[config.mk]
export PLATFORM = sky130hd
export DESIGN_NAME = uart_tx_serializer
export DESIGN_NICKNAME = d
export VERILOG_FILES = /design/src/rtl/uart_pkg.sv /design/src/rtl/uart_tx_fifo.sv /design/src/rtl/uart_tx_serializer.sv
export SDC_FILE = /design/constraint.sdc
export NUM_CORES = 1
export LEC_CHECK = 0
export BUFFER_PORTS_ARGS = -buffer_cell sky130_fd_sc_hd__buf_2
export CAP_MARGIN = 20
export CORE_MARGIN = 1.5
export CORE_UTILIZATION = 46
export CTS_BUF_LIST = sky130_fd_sc_hd__clkbuf_16
export DETAILED_ROUTE_END_ITERATION = 10
export HOLD_SLACK_MARGIN = 0.05
export PLACE_DENSITY = 0.68
export SYNTH_ARGS = -nofsm -noshare
export SYNTH_HDL_FRONTEND = slang
export SYNTH_HIERARCHICAL = 1
export SYNTH_SLANG_ARGS = --single-unit
[constraint.sdc]
create_clock -name baud_clk -period 2.7 [get_ports baud_clk]
set_input_delay 0.27 -clock baud_clk [delete_from_list [all_inputs] [get_ports baud_clk]]
set_output_delay 0.27 -clock baud_clk [all_outputs]
set_load 0.02 [all_outputs]
[src/rtl/uart_pkg.sv]
// Shared definitions for the UART transmit serializer.
// Break-state encodings exist only when UART_TX_BREAK_EN is defined.
package uart_pkg;

   localparam logic [1:0] PAR_NONE = 2'b00;
   localparam logic [1:0] PAR_ODD  = 2'b01;
   localparam logic [1:0] PAR_EVEN = 2'b10;
   localparam logic [1:0] PAR_MARK = 2'b11;

   localparam int MIN_DATA_W = 5;

   typedef enum logic [2:0] {
      ST_IDLE   = 3'd0,
      ST_START  = 3'd1,
      ST_DATA   = 3'd2,
      ST_PARITY = 3'd3,
      ST_STOP1  = 3'd4,
`ifdef UART_TX_BREAK_EN
      ST_STOP2  = 3'd5,
      ST_BREAK  = 3'd6,
      ST_BRK_MK = 3'd7
`else
      ST_STOP2  = 3'd5
`endif
   } tx_state_t;

   function automatic logic [3:0] clamp_len(
      input logic [3:0] len,
      input int         max_w
   );
      if (int'(len) < MIN_DATA_W) return 4'(MIN_DATA_W);
      if (int'(len) > max_w)      return 4'(max_w);
      return len;
   endfunction

endpackage

[src/rtl/uart_tx_fifo.sv]
// Synchronous word FIFO feeding the UART serializer.
// Same-cycle push and pop are both honoured; push is ignored when full.
module uart_tx_fifo #(
   parameter int DEPTH = 4,
   parameter int W     = 9
) (
   input  logic                           clk,
   input  logic                           rst,
   input  logic                           push,
   input  logic [W-1:0]                   din,
   input  logic                           pop,
   output logic [W-1:0]                   dout,
   output logic                           full,
   output logic                           empty,
   output logic [$clog2(DEPTH+1)-1:0]     level
);
   import uart_pkg::*;

   localparam int AW = $clog2(DEPTH);
   localparam int LW = $clog2(DEPTH+1);

   logic [W-1:0]  mem [DEPTH];
   logic [AW-1:0] wr_ptr;
   logic [AW-1:0] rd_ptr;
   logic          do_push;
   logic          do_pop;

   assign full    = (level == LW'(DEPTH));
   assign empty   = (level == '0);
   assign do_push = push && !full;
   assign do_pop  = pop && !empty;
   assign dout    = mem[rd_ptr];

   // Pointer and occupancy bookkeeping
   always_ff @(posedge clk) begin
      if (rst) begin
         wr_ptr <= '0;
         rd_ptr <= '0;
         level  <= '0;
      end else begin
         if (do_push) wr_ptr <= wr_ptr + AW'(1);
         if (do_pop)  rd_ptr <= rd_ptr + AW'(1);
         if (do_push && !do_pop)      level <= level + LW'(1);
         else if (!do_push && do_pop) level <= level - LW'(1);
      end
   end

   // Storage array, written on accepted pushes
   always_ff @(posedge clk) begin
      if (do_push) mem[wr_ptr] <= din;
   end

endmodule

[src/rtl/uart_tx_serializer.sv]
// UART transmit engine: FIFO-buffered words serialised one bit per baud_clk.
// Define UART_TX_BREAK_EN to add the break_req port and break states.
module uart_tx_serializer #(
   parameter int MAX_DATA_W = 9,
   parameter int FIFO_DEPTH = 4
) (
   input  logic                              baud_clk,
   input  logic                              rst,
`ifdef UART_TX_BREAK_EN
   input  logic                              break_req,
`endif
   input  logic [3:0]                        cfg_data_len,
   input  logic [1:0]                        cfg_parity,
   input  logic                              cfg_stop2,
   input  logic                              s_valid,
   output logic                              s_ready,
   input  logic [MAX_DATA_W-1:0]             s_data,
   output logic                              tx,
   output logic                              tx_active,
   output logic                              tx_done,
   output logic [$clog2(FIFO_DEPTH+1)-1:0]   fifo_level
);
   import uart_pkg::*;

   tx_state_t             state;
   logic [MAX_DATA_W-1:0] shreg;
   logic [3:0]            bit_cnt;
   logic                  par_acc;
   logic [3:0]            len_q;
   logic [1:0]            par_q;
   logic                  stop2_q;

   logic [MAX_DATA_W-1:0] fifo_dout;
   logic                  fifo_full;
   logic                  fifo_empty;
   logic                  push;
   logic                  frame_end;
   logic                  start_frame;
   logic                  brk;

`ifdef UART_TX_BREAK_EN
   logic                  mark_cnt;
   assign brk = break_req;
`else
   assign brk = 1'b0;
`endif

   assign s_ready     = !fifo_full;
   assign push        = s_valid && s_ready;
   assign frame_end   = (state == ST_STOP1 && !stop2_q) ||
                        (state == ST_STOP2);
   assign start_frame = !fifo_empty &&
                        ((state == ST_IDLE && !brk) || frame_end);

   uart_tx_fifo #(
      .DEPTH (FIFO_DEPTH),
      .W     (MAX_DATA_W)
   ) u_fifo (
      .clk   (baud_clk),
      .rst   (rst),
      .push  (push),
      .din   (s_data),
      .pop   (start_frame),
      .dout  (fifo_dout),
      .full  (fifo_full),
      .empty (fifo_empty),
      .level (fifo_level)
   );

   // Frame FSM; line outputs are registered from the current state
   always_ff @(posedge baud_clk) begin
      if (rst) begin
         state     <= ST_IDLE;
         tx        <= 1'b1;
         tx_active <= 1'b0;
         tx_done   <= 1'b0;
         shreg     <= '0;
         bit_cnt   <= '0;
         par_acc   <= 1'b0;
         len_q     <= 4'(MIN_DATA_W);
         par_q     <= PAR_NONE;
         stop2_q   <= 1'b0;
`ifdef UART_TX_BREAK_EN
         mark_cnt  <= 1'b0;
`endif
      end else begin
         tx_done <= 1'b0;
         if (start_frame) begin
            shreg   <= fifo_dout;
            par_acc <= 1'b0;
            len_q   <= clamp_len(cfg_data_len, MAX_DATA_W);
            par_q   <= cfg_parity;
            stop2_q <= cfg_stop2;
         end
         unique case (state)
            ST_IDLE: begin
               tx        <= 1'b1;
               tx_active <= 1'b0;
               if (brk)              state <= tx_state_t'(3'd6);
               else if (start_frame) state <= ST_START;
            end
            ST_START: begin
               tx        <= 1'b0;
               tx_active <= 1'b1;
               bit_cnt   <= '0;
               state     <= ST_DATA;
            end
            ST_DATA: begin
               tx        <= shreg[0];
               tx_active <= 1'b1;
               shreg     <= shreg >> 1;
               par_acc   <= par_acc ^ shreg[0];
               bit_cnt   <= bit_cnt + 4'd1;
               if (bit_cnt == len_q - 4'd1) begin
                  state <= (par_q != PAR_NONE) ? ST_PARITY : ST_STOP1;
               end
            end
            ST_PARITY: begin
               tx_active <= 1'b1;
               case (par_q)
                  PAR_ODD:  tx <= ~par_acc;
                  PAR_EVEN: tx <= par_acc;
                  default:  tx <= 1'b1;
               endcase
               state <= ST_STOP1;
            end
            ST_STOP1: begin
               tx        <= 1'b1;
               tx_active <= 1'b1;
               if (stop2_q) begin
                  state <= ST_STOP2;
               end else begin
                  tx_done <= 1'b1;
                  state   <= start_frame ? ST_START : ST_IDLE;
               end
            end
            ST_STOP2: begin
               tx        <= 1'b1;
               tx_active <= 1'b1;
               tx_done   <= 1'b1;
               state     <= start_frame ? ST_START : ST_IDLE;
            end
`ifdef UART_TX_BREAK_EN
            ST_BREAK: begin
               tx        <= 1'b0;
               tx_active <= 1'b1;
               mark_cnt  <= 1'b0;
               if (!brk) state <= ST_BRK_MK;
            end
            ST_BRK_MK: begin
               tx        <= 1'b1;
               tx_active <= 1'b1;
               mark_cnt  <= 1'b1;
               if (mark_cnt) state <= ST_IDLE;
            end
`endif
            default: begin
               state <= ST_IDLE;
            end
         endcase
      end
   end

endmodule

# == Yosys cells after proc, flatten, opt, wreduce, memory -nomap -nowiden ==
# Memories as Yosys holds them, arrays and structs flattened. A register that Yosys moved wholly into a read port is not among the register bits.
# Index checks and enable logic that the tools add are counted.
# totals
wordCells,95
inputBits,19
ramBits,36
out_inout_bits,7
memories,1
register_bits,34
# classes
n_addsub,6
eq_ne,11
bitwise_logic,2
order_cmp,2
n_reduce_logical,26
muxes,33
# mem_list
name,words,width,rd,rd_clocked_by_memory_dff,write_ports,line_no,rtl
u_fifo.mem,4,9,1,1,1,uart_tx_fifo.sv:22,logic [W-1:0] mem [DEPTH];
# op_table
op,n
$mux 3,6
$pmux 3 s6,1
$mux 4,4
$mux 8,2
$mux 1,13
$reduce_bool 2->1,5
$eq 3x3->1 const B,3
$pmux 4 s2,1
$logic_and 1x1->1,7
$eq 3x2->1 const B,2
$logic_not 3->1,2
$pmux 1 s2,3
$logic_not 1->1,5
$reduce_or 5->1,1
$add 2x1->2 const B,2
$add 4x1->4 const B,1
$eq 4x4->1,1
$gt 4x4->1 const B,1
$lt 4x3->1 const B,1
$mux 2,2
$ne 2x2->1 const B,2
$pmux 1 s4,1
$reduce_bool 4->1,1
$sub 4x1->4 const B,1
11 further kinds,12

# == Longest topological paths before layout ==
# depth
ltp_word,12
mapped_depth,12
depth_no_buf,11

# == Cells and area by module ==
# Netlist, hierarchy kept.
# by_module_without_submodules
module,instances,area_per_inst_um2,cells_each
uart_tx_fifo,1,1762.9,95
uart_tx_serializer,1,1447.6,163

# == Least setup slack after synthesis ==
# Ideal clock, no wire load.
# synth_timing
path_type,reg2reg
startpoint,register u_fifo.level[0]
endpoint,register u_fifo.level[2]
setup_ps,70
n_path_buf,1
path_slack_ps,118
synth_period_minus_slack_ps,2582
arrival_ps,2512
path_stages_with_launch,13
cell_sequence,dfxtp_1 nor3_1 nor2_2 nand3_4 inv_4 buf_6 o31ai_2 ha_1 inv_1 fa_1 xor2_1 or3_1 a21oi_1
# synth_via
elab_chain_cells,7
word_cells_on_any_way,17
cone_classes,add/sub: 2; eq/ne: 1; mux: 2; reduce/logical: 12
# synth_rtl
element,line_no,rtl
"start, declared",uart_tx_fifo.sv:15,output logic [$clog2(DEPTH+1)-1:0] level
"start signal, assigned",uart_tx_fifo.sv:43,if (do_push && !do_pop) level <= level + LW'(1);
"start signal, assigned",uart_tx_fifo.sv:44,else if (!do_push && do_pop) level <= level - LW'(1);
$logic_not 3->1 (*),uart_tx_fifo.sv:29,assign empty = (level == '0);
net fifo_empty,uart_tx_serializer.sv:35,logic fifo_empty;
$logic_not 1->1 (*),uart_tx_serializer.sv:52,assign start_frame = !fifo_empty &&
$logic_and 1x1->1 (*),uart_tx_serializer.sv:52,
net start_frame,uart_tx_serializer.sv:38,logic start_frame;
$logic_and 1x1->1 (*),uart_tx_fifo.sv:31,assign do_pop = pop && !empty;
$logic_not 1->1,uart_tx_fifo.sv:43,
$logic_and 1x1->1,uart_tx_fifo.sv:43,
$mux 3 or $reduce_bool 2->1 (tied branches),n/a,
# Mark *: on every way through the listed nets, which the timed path passes. The rest lies on a longest branch. The select of a mux whose other input is x is not followed.
# A chain may end at the register's enable or synchronous reset.

# == Worst setup path after layout ==
# layout_timing
startpoint,register u_fifo.level[0]
endpoint,register u_fifo.level[2]
# layout_via
elab_chain_cells,7
word_cells_on_any_way,17
cone_classes,add/sub: 2; eq/ne: 1; mux: 2; reduce/logical: 12
# layout_rtl
element,line_no
$logic_not 3->1 (*),uart_tx_fifo.sv:29
net fifo_empty,uart_tx_serializer.sv:35
$logic_not 1->1 (*),"uart_tx_fifo.sv:31, uart_tx_serializer.sv:52"
$logic_and 1x1->1,uart_tx_serializer.sv:52
$logic_and 1x1->1 (*),uart_tx_fifo.sv:31
$logic_not 1->1,uart_tx_fifo.sv:43
$logic_and 1x1->1,uart_tx_fifo.sv:43
$mux 3 or $reduce_bool 2->1 (tied branches),n/a
# Marked as above.

==> results.yml <==
die:
  num_io_pins: 26
  die_h_um: 86.5
  num_rows: 30
  core_area_um2: 6760
  die-width_um: 86.5
  die_area_um2: 7490
  initial_core_util_pct: 47.5
sta:
  setup_viol: 0
  timing.final.crit_share_pct: 88.4
  slew-limit-headroom_pct: 54.9
  fin_crit_ps: 2390
  fin_setup_tns_ps: 0
  tightest_slew_ps: 676
  skew_ps: 7.11
  drv_slew: 0
  max_freq_ghz: 0.419
  hold_viol_final: 0
  rsz0062_at_grt: "no"
finish:
  nFillCells: 584
  drive_gt1_share_pct: 22.9
  antenna_cells: 0
  nets: 319
  stdcell_count: 372
  area_delta_synth_final_pct: 14.7
  stdcell_area_um2: 3680
power_and_ir_drop:
  combinationalPowerShare_pct: 32.0
  p_sw_mw: 1.38
  swShare_pct: 34.6
  power_frac_clock_pct: 28.0
  power_frac_seq_pct: 40.0
  peakVddDrop_mv: 0.523
  p_leak_nw: 1.36
  p_int_mw: 2.60
  power_mw: 3.98
  power.density_nw_per_um2: 1080
worst_setup_path:
  crit_slowest_cell: "dfxtp_1"
  critPathArrivalTime_ps: 2640
  worstSetupPathType: "register to register"
  crit_family: "simple AND/OR/NAND/NOR gates"
  path_cells: "nor3_1, nor2_2, nand3_4, inv_4, o31ai_2, ha_1, inv_1, fa_1, xor2_1, or3_1, a21oi_1"
  cp-start-kind: "register"
  cp_num_buf_inv: 2
  required_ps: 2960
  end_kind: "register"
  crit_fanout: 7
  cp_slowest_stage_delay_ps: 390
synthesis:
  synth_flop_cell: "edfxtp_1"
  ys_seq_area_share_pct: 56.1
  ys_ff_latch: 72
  async_reset_ff_share_pct: 0
  netlist_area_um2: 3210
  postSynthCellCount: 258
  synth_edf_count: 36
  synth_nets: 290
  avgSynthCellArea_um2: 12.4
  synth_cell_type_count: 50
  synth_warnings: 6
global_routing:
  overflow: 0
  grt_pass1_wl_um: 8810
  grt_util_all_layers_pct: 16.1
  antenna_found_initial: 0
  grt_pass1_vias: 1882
  grt_max_degree: 36
place:
  io_buffers: 25
  hpwl_um: 3640
  gp_congestion: 0.777
  placed_cell_area_um2: 3400
  placed_cells: 356
clock_tree:
  cts-root-buf: "clkbuf_16"
  cts-buffers-inserted: 9
  htreeDepth: 3
  post-cts-setup-buffers: 0
  clk_pin_slew_ps: 60
  clock_latency_ps: 330
  clk_path_buf_depth: 2
  clock-sinks: 72
  cts_resized: 0
  hold_buffers: 0
  cts_tree: "yes"
drt:
  drc: 0
  vias_per_cell: 5.31
  drt-total-wl_um: 5470
  drt_iter0_drc: 106
  ant_nets: 0
  drtPass1Iterations: 4
  dr_total_vias: 1976
  wl_per_cell_um: 14.7
min_path:
  min_path_type: "primary input to register"
status:
  outcome: "complete, no violations"
flow_run:
  maxCapViolCount: 0
## power groups by stage
stage               logic [mW]  registers [mW]  clock network [mW]
floorplan                 1.04            1.56                   0
global placement          1.25            1.61                   0
detailed placement        1.28            1.61                   0
CTS                       1.29            1.59                1.15
global route              1.43            1.63                1.18
finish                    1.27            1.59                1.11
## cell families (layout without fill, tap and decap cells)
logic type                 after synthesis  after routing  share of synthesized area (%)
AOI/OAI and AO/OA                       45             45                           9.43
and+or+nand+nor                         81             81                           14.3
adders and majority gates               13             13                           5.30
DFF                                     72             72                           56.1
muxes                                   14             14                           7.87
buffers and inverters                   22             56                           3.55
xor gates and xnor gates                11             11                           3.43
## final timing paths
check                   from               end  slack (ps)  cells past startpoint
min                s_data[6]  u_fifo/mem[1][6]         150                      1
min reg2reg         shreg[3]          shreg[3]         460                      2
max          u_fifo/level[0]   u_fifo/level[2]         310                     11
max reg2reg  u_fifo/level[0]   u_fifo/level[2]         310                     11
## synthesized netlist by cell type, types with 4 or more instances
master	count	area share, %
nand2b_1	4	0.78
edfxtp_1	36	34
inv_1	10	1.2
nor2b_1	6	1.2
mux2i_1	5	1.6
xor2_1	7	1.9
a21oi_1	18	2.8
clkbuf_1	4	0.47
nor3_1	10	1.6
dfxtp_1	36	22
nand2_1	19	2.2
mux4_2	9	6.3
ha_1	12	4.7
nor2_1	17	2.0
a22oi_1	9	2.1
and2_1	5	0.97
## per-layer routing
layer	vias up	global-route usage, %	part of all wire (%)
met5	-	0	0
met4	0	7.62	2.0
met3	10	4.86	3.9
met2	35	26.0	49
met1	931	19.7	45
li1	1000	-	-
## layout by cell type, fill, tap and decap left out, types with 3 or more instances in the layout
| cell | Yosys | layout |
|---|---|---|
| a21oi_1 | 18 | 18 |
| nor2b_1 | 6 | 6 |
| nor2_1 | 17 | 17 |
| mux2i_1 | 5 | 5 |
| a211oi_1 | 3 | 3 |
| buf_2 | 2 | 25 |
| inv_1 | 10 | 10 |
| and2_1 | 5 | 5 |
| o21ai_0 | 3 | 3 |
| edfxtp_1 | 36 | 36 |
| ha_1 | 12 | 12 |
| nor2_2 | 3 | 3 |
| nand2_1 | 19 | 19 |
| dfxtp_1 | 36 | 36 |
| xor2_1 | 7 | 7 |
| buf_4 | 1 | 4 |
| a22oi_1 | 9 | 9 |
| xnor2_1 | 3 | 3 |
| inv_6 | 0 | 3 |
| clkbuf_16 | 0 | 9 |
| nand2b_1 | 4 | 4 |
| nor3b_2 | 3 | 3 |
| nor3_1 | 10 | 10 |
| mux4_2 | 9 | 9 |
## per-stage QoR
stage | util [%] | hold slack [ps] | setup WS (ps)
after global placement | 50.3 | 445 | 358
after floorplan | - | 369 | 118
final | 54.5 | 150 | 314
after global routing | 54.5 | 145 | 125
after CTS | 54.5 | 136 | 298
after detailed placement | 50.3 | 450 | 310
## sequential cells by signal, summed over array words and instances (netlist names), 3 cells and up, named ones only
| name | flops |
|---|---|
| u_fifo/mem | 36 |
| state | 3 |
| len_q | 4 |
| u_fifo/level | 3 |
| shreg | 9 |
| bit_cnt | 4 |
## layout make-up
type / instances / area [µm²] / area share [%]
clock inverter: 7 / 61.3 / 1.66
tap: 80 / 100 / 2.72
timing repair buffer: 29 / 155 / 4.21
inverter: 11 / 43.8 / 1.19
sequential: 72 / 1800 / 48.9
multi-input combinational: 164 / 1290 / 35.2
clock buffer: 9 / 225 / 6.12
(Power assumes the default switching activity.)
